==> src/rtl/if_fetch_unit.sv <==
// Instruction-fetch stage: owns the PC, talks to instruction memory over a
// level req / ack handshake and presents one fetched instruction (with its
// PC+4) in an output slot for the IF/ID register to capture.
//
// Handshakes:
//   memory : ImemReq_o is a level; once high, ImemAddr_o is held stable until
//            ImemAck_i=1, which may arrive in the first cycle the request is
//            visible. ImemData_i is sampled on the edge where ImemAck_i=1.
//   slot   : the slot is consumed on every edge with Valid_o=1 and Stall_i=0.
module if_fetch_unit #(
   parameter logic [31:0] RESET_PC = 32'h0000_0000
) (
   input  logic        Clock_i,
   input  logic        Reset_n_i,
   input  logic        Stall_i,
   input  logic        Redirect_i,
   input  logic [31:0] Target_i,
   output logic        ImemReq_o,
   output logic [31:0] ImemAddr_o,
   input  logic        ImemAck_i,
   input  logic [31:0] ImemData_i,
   output logic [31:0] PC4_o,
   output logic [31:0] Inst_o,
   output logic        Valid_o
);

   // IDLE : no request; waiting for the slot to free up.
   // FETCH: request outstanding; its data is wanted.
   // DRAIN: request outstanding but made stale by a redirect; data dropped.
   typedef enum logic [1:0] {
      ST_IDLE  = 2'd0,
      ST_FETCH = 2'd1,
      ST_DRAIN = 2'd2
   } state_t;

   state_t      r_state;
   logic [31:0] r_pc;
   logic [31:0] r_req_addr;
   logic        r_valid;
   logic [31:0] r_pc4;
   logic [31:0] r_inst;

   state_t      w_state_nxt;
   logic [31:0] w_pc_nxt;
   logic [31:0] w_req_addr_nxt;
   logic        w_valid_nxt;
   logic [31:0] w_pc4_nxt;
   logic [31:0] w_inst_nxt;

   logic [31:0] w_target;
   logic [31:0] w_req_addr_p4;
   logic        w_consume;

   assign w_target      = Target_i & ~32'd3;
   assign w_req_addr_p4 = r_req_addr + 32'd4;
   assign w_consume     = r_valid & ~Stall_i;

   // Request is a pure decode of the state register (no input-to-output path).
   assign ImemReq_o  = (r_state != ST_IDLE);
   assign ImemAddr_o = r_req_addr;
   assign PC4_o      = r_pc4;
   assign Inst_o     = r_inst;
   assign Valid_o    = r_valid;

   // Next-state and datapath decode; redirect outranks ack, ack outranks consumption.
   always_comb begin
      w_state_nxt    = r_state;
      w_pc_nxt       = r_pc;
      w_req_addr_nxt = r_req_addr;
      w_valid_nxt    = r_valid & ~w_consume;
      w_pc4_nxt      = r_pc4;
      w_inst_nxt     = r_inst;

      if (Redirect_i) begin
         // Flush the slot and retarget; an in-flight request cannot be moved,
         // so FETCH without ack has to drain the stale transaction first.
         w_pc_nxt    = w_target;
         w_valid_nxt = 1'b0;
         w_pc4_nxt   = 32'd0;
         w_inst_nxt  = 32'd0;
         case (r_state)
            ST_IDLE: begin
               w_state_nxt    = ST_FETCH;
               w_req_addr_nxt = w_target;
            end
            ST_FETCH: begin
               if (ImemAck_i) begin
                  w_req_addr_nxt = w_target;
               end else begin
                  w_state_nxt = ST_DRAIN;
               end
            end
            ST_DRAIN: begin
               if (ImemAck_i) begin
                  w_state_nxt    = ST_FETCH;
                  w_req_addr_nxt = w_target;
               end
            end
            default: w_state_nxt = ST_IDLE;
         endcase
      end else begin
         case (r_state)
            ST_IDLE: begin
               if (!r_valid || w_consume) begin
                  w_state_nxt    = ST_FETCH;
                  w_req_addr_nxt = r_pc;
               end
            end
            ST_FETCH: begin
               if (ImemAck_i) begin
                  w_inst_nxt  = ImemData_i;
                  w_pc4_nxt   = w_req_addr_p4;
                  w_valid_nxt = 1'b1;
                  w_pc_nxt    = w_req_addr_p4;
                  w_state_nxt = ST_IDLE;
               end
            end
            ST_DRAIN: begin
               // Stale data is dropped; PC already holds the redirect target.
               if (ImemAck_i) begin
                  w_state_nxt    = ST_FETCH;
                  w_req_addr_nxt = r_pc;
               end
            end
            default: w_state_nxt = ST_IDLE;
         endcase
      end
   end

   // State and datapath registers with synchronous active-low reset.
   always_ff @(posedge Clock_i) begin
      if (!Reset_n_i) begin
         r_state    <= ST_IDLE;
         r_pc       <= RESET_PC;
         r_req_addr <= RESET_PC;
         r_valid    <= 1'b0;
         r_pc4      <= 32'd0;
         r_inst     <= 32'd0;
      end else begin
         r_state    <= w_state_nxt;
         r_pc       <= w_pc_nxt;
         r_req_addr <= w_req_addr_nxt;
         r_valid    <= w_valid_nxt;
         r_pc4      <= w_pc4_nxt;
         r_inst     <= w_inst_nxt;
      end
   end

endmodule

==> config.mk <==
export PLATFORM = sky130hd
export DESIGN_NAME = if_fetch_unit
export DESIGN_NICKNAME = d
export VERILOG_FILES = /design/src/rtl/if_fetch_unit.sv
export SDC_FILE = /design/constraint.sdc
export NUM_CORES = 1
export LEC_CHECK = 0
export CORE_ASPECT_RATIO = 2
export CORE_MARGIN = 2
export CORE_UTILIZATION = 50
export CTS_BUF_LIST = sky130_fd_sc_hd__clkbuf_2 sky130_fd_sc_hd__clkbuf_4 sky130_fd_sc_hd__clkbuf_8
export CTS_CLUSTER_DIAMETER = 200
export DETAILED_ROUTE_END_ITERATION = 10
export HOLD_SLACK_MARGIN = 0.05
export PLACE_DENSITY = 0.83
export SLEW_MARGIN = 20
export SYNTH_ARGS = -nofsm -noshare
export SYNTH_HDL_FRONTEND = slang
export SYNTH_SLANG_ARGS = --single-unit
==> constraint.sdc <==
create_clock -name Clock_i -period 5.75 [get_ports Clock_i]
set_input_delay 1.4375 -clock Clock_i [delete_from_list [all_inputs] [get_ports Clock_i]]
set_output_delay 1.4375 -clock Clock_i [all_outputs]
set_load 0.02 [all_outputs]
# After elaboration in Yosys (flattened, before gate mapping)
# Index checks and enable logic that the tools add are counted.
# word_totals
mem_bits_rw,0
latchBits,0
ff_bits,131
out_inout_bits,98
rom_bits,0
n_memories,0
inputBits,69
# classes
n_reduce_logical,13
n_mux,18
div_mod_pow,0
order_cmp,0
addsub,1
bitwise_logic,5
n_eq_ne,8
multipliers,0
shift,0
# op_table
op,n
$mux 32,7
$pmux 32 s2,2
$add 32x3->32 const B,1
$ne 3x3->1 const B,4
$pmux 2 s3,2
$mux 2,5
$ne 3x2->1 const B,2
$reduce_bool 2->1,3
$reduce_and 5->1,1
$reduce_and 2->1,2
$reduce_or 2->1,2
$not 1->1,3
$reduce_and 3->1,1
$reduce_bool 3->1,1
$and 1x1->1,2
$eq 2x1->1 const B,1
$eq 2x2->1 const B,1
$logic_not 2->1,1
$mux 1,2
$logic_not 1->1,1
$logic_or 1x1->1,1

# Depth between registers and ports, before layout
# logic_depth
word_depth,6
mapped_depth,9
ltp_nobuf,7

# Worst setup path before layout
# No wires, ideal clock.
# synth_path
path_type,in2reg
start,in Redirect_i
end,"reg r_req_addr[18], in the netlist ImemAddr_o[18]"
setup_time_ns,0.116
t_required_ns,5.634
stages,7
t_arrival_ns,2.683
setup_slack_ns,2.951
path_cell_list,clkbuf_1 > nor2b_1 > o21ai_0 > a21oi_1 > clkbuf_1 > nand3_1 > o211a_1
# synth_between
elab_chain_cells,2
# synth_rtl
element,line_no,rtl
"start, declared",16,"input logic Redirect_i,"
"$ne 3x3->1 (no line), or another cell as far along",-,
$reduce_and 5->1 (no line),-,
"end signal, assigned",142,r_req_addr <= w_req_addr_nxt;
"end, declared",38,logic [31:0] r_req_addr;
# Parallel ways exist; a longest one is shown, timed or not.
# A chain may end at the register's enable or synchronous reset.

# Final worst setup path
# layout_path
start,in Redirect_i
end,"reg r_req_addr[1], in the netlist ImemAddr_o[1]"
# The elaborated chain is that of the path after synthesis.

==> impl_summary.log <==
INFO  metric initial_core_util = 50.8%
INFO  metric drt_iter0_drc = 367
INFO  metric detail_route.wirelength = 16600 um
INFO  metric clk_root_buffer_cell = clkbuf_8
INFO  metric status = finished clean
INFO  metric worst_setup_hold_path_clk_slew = 80 ps
INFO  metric share_comb_of_total_power = 34.7%
INFO  metric synth_flop_cell = dfxtp_1
INFO  metric first_global_vias = 5449
INFO  metric die_area = 12300 um^2
INFO  metric cp-end-kind = flip-flop
INFO  metric io_buffer_count = 164
INFO  metric cts-root-to-sink-buffers = 2
INFO  metric drtPass1Iterations = 5
INFO  metric final_core_utilization = 69.3%
INFO  metric final-max-slew-violation-count = 0
INFO  metric avgViaCountPerCell = 5.64
INFO  metric post_cts_resized = 0
INFO  metric layout.nets = 888
INFO  metric placedInstanceArea = 7330 um^2
INFO  metric final.setup.tns = 0 ps
INFO  metric synth.avg_cell_area = 8.43 um^2
INFO  metric routed_wire_length_per_instance = 17.2 um
INFO  metric track_usage = 27.4%
INFO  metric via_count = 5475
INFO  metric worst_clock_skew = 11.9 ps
INFO  metric tightest_slew = 1050 ps
INFO  metric setup_repair_after_global_routing_missed_its_margin = false
INFO  metric synth.largest_area_cell = dfxtp_1
INFO  metric clock-sinks = 129
INFO  metric yosysWarningCount = 0
INFO  metric synthDistinctLibCells = 41
INFO  metric post_synth_instance_area = 5700 um^2
INFO  metric grt_first_pass_wirelength = 26500 um
INFO  metric syn2layout_area_growth = 36.5%
INFO  metric cts_tree = built
INFO  metric grt_start_max_net_pins = 66
INFO  metric core_area = 11200 um^2
INFO  metric power.ir.vdd_worst = 245 uV
INFO  metric start_kind = primary input
INFO  metric p_seq_share = 38.8%
INFO  metric post-cts-setup-buffers = 0
INFO  metric hold-worst-slack = 455 ps
INFO  metric finalCritPeriodShare = 59.2%
INFO  metric internal_power = 2010 uW
INFO  metric ys_seq_elements = 129
INFO  metric detailedPlacementHpwl = 11600 um
INFO  metric cp_data_required_time = 6070 ps
INFO  metric top_level_ports = 167
INFO  metric worstSkewPairLatency = 430 ps
INFO  metric post-route-drc-count = 0
INFO  metric setup_violations = 0
INFO  metric layout-drive-gt1-share = 6.29%
INFO  metric postCtsHoldBufs = 0
INFO  metric detail-route-antenna-nets = 0
INFO  metric final_hold_violation_count = 0
INFO  metric power_switching_share = 38.1%
INFO  metric post-route-min-period = 3400 ps
INFO  metric final_design_area_no_fill = 7780 um^2
INFO  metric synth_sequential_area_ratio = 45.3%
INFO  metric fmax = 0.294 GHz
INFO  metric synth.net_count = 750
INFO  metric ys_async_sr_fraction = 0%
INFO  metric synth_edf_count = 0
INFO  metric slew_headroom = 29.3%
INFO  metric power.net_switching = 1240 uW
INFO  metric timing.critical_path.arrival = 3730 ps
INFO  metric crit_path_max_fanout = 34
INFO  metric globalplace.congestion = 0.832
INFO  metric htree_levels = 4
INFO  metric number_of_antenna_violations_at_the_first_check_in_global_routing = 1
INFO  metric maxCapViolations = 0
INFO  metric ys_top_cells_by_area = dfxtp_1 (45%), nand2_1 (9.8%), a21oi_1 (6.0%)
INFO  metric pwr_density_cell = 418 nW/um^2
INFO  metric ff2ff_setup_slack = 3110 ps
INFO  metric pleak = 0.00314 uW
INFO  metric die_x = 79.5 um
INFO  metric worst_hold_path_type = flip-flop to flip-flop
INFO  metric synth_cells = 676
INFO  metric overflow = 0
INFO  metric cts-buffers-inserted = 17
INFO  metric synthDominantCellAreaShare = 45.3%
INFO  metric die_height = 155 um
INFO  metric power_frac_clock = 26.4%
INFO  metric number_of_standard_cell_rows_in_the_floorplan = 55
INFO  metric critPathKind = primary input to flip-flop
==> registers in the layout (all words and copies together), names as in the netlist <==
name and flops:
ImemAddr_o 32, Inst_o 32, PC4_o 31, Valid_o 1
r_pc 31, r_state 2
==> Yosys cell counts (8+ instances only) <==
cell type / count
nand2_1: 148
a21oi_1: 68
clkbuf_1: 41
xor2_1: 14
nor2_1: 25
nand3_1: 19
dfxtp_1: 129
xnor2_1: 11
o211a_1: 30
nand2b_1: 8
mux2i_1: 24
o21ai_0: 53
inv_1: 9
nand4_1: 12
a22o_1: 22
==> path summary, 6_finish.rpt <==
path,from,endpoint,depth (start not counted)
setup reg to reg,r_state[0]$_SDFFE_PN0P_,ImemAddr_o[1]$_SDFFE_PN0P_,8
hold / removal,PC4_o[13]$_SDFFE_PP0P_,PC4_o[13]$_SDFFE_PP0P_,2
hold reg to reg,PC4_o[13]$_SDFFE_PP0P_,PC4_o[13]$_SDFFE_PP0P_,2
setup / recovery,Redirect_i,ImemAddr_o[1]$_SDFFE_PN0P_,6
==> per-stage QoR <==
| stage | std cells | worst slack, ps | total power (uW) |
|---|---|---|---|
| after CTS | 969 | 2380 | 3260 |
| after detailed placement | 937 | 1950 | 2400 |
| after floorplan | 676 | 2950 | 1920 |
| after global routing | 970 | 2200 | 3410 |
| after global placement | 937 | 2010 | 2350 |
| final | 970 | 2350 | 3250 |
==> layer usage <==
layer / share of wire (%) / GRT usage (%)
met4: 4.4 / 16.3
met1: 36 / 29.3
met5: 0 / 0
met3: 6.5 / 6.84
met2: 53 / 47.4
==> power by group through the flow <==
stage / Clock [uW] / Sequential [uW] / Combinational, uW
after floorplan: 0 / 1360 / 554
after global placement: 0 / 1260 / 1090
after detailed placement: 0 / 1280 / 1120
after CTS: 872 / 1260 / 1130
after global routing: 911 / 1280 / 1220
final: 858 / 1260 / 1130
==> placed cells by master (no fill, tap or decap), types with 2 or more instances in the layout <==
cell type and instances:
nand2_1 148, nor2_1 25, bufinv_16 4, nand2b_1 8
and3_1 2, and4_1 2, xor2_1 14, o31ai_1 2
mux2i_1 24, a21oi_1 67, xnor2_1 11, clkinvlp_4 3
clkbuf_8 17, clkinv_4 4, a21o_1 4, a31oi_1 3
inv_1 9, nand4_1 12, dfxtp_1 129, and2_1 4
o21ai_0 53, buf_4 9, nor3_1 4, buf_2 2
a22o_1 22, ha_1 5, clkdlybuf4s50_1 162, o211a_1 30
a21boi_0 2, inv_6 3, nand3_1 19, nor4_1 5
o21ai_1 4
==> layout make-up <==
type	instances	area, um^2
Antenna cell	1	2.50
Clock buffer	17	234
Clock inverter	15	209
Fill cell	898	3440
Inverter	9	33.8
Multi-Input combinational cell	484	2840
Sequential cell	129	2580
Tap cell	142	178
Timing Repair Buffer	173	1700
==> kinds of logic (layout without fill, tap and decap cells) <==
| logic type | after synthesis | after routing | synth area share (%) |
|---|---|---|---|
| other cells | 0 | 1 | 0 |
| simple gates | 238 | 238 | 18.7 |
| fa+ha+maj | 5 | 5 | 1.10 |
| xor+xnor | 25 | 25 | 3.84 |
| flops | 129 | 129 | 45.3 |
| compound gates | 191 | 191 | 21.5 |
| mux | 25 | 25 | 4.42 |
| buf+inv | 63 | 214 | 5.10 |
==> critical path: stages <==
cell and delay (ps):
buf_2 550, nand3_1 270, a21oi_4 720, buf_4 470
nand2b_1 180, a21oi_1 80
Power figures use the tool's default switching activity.
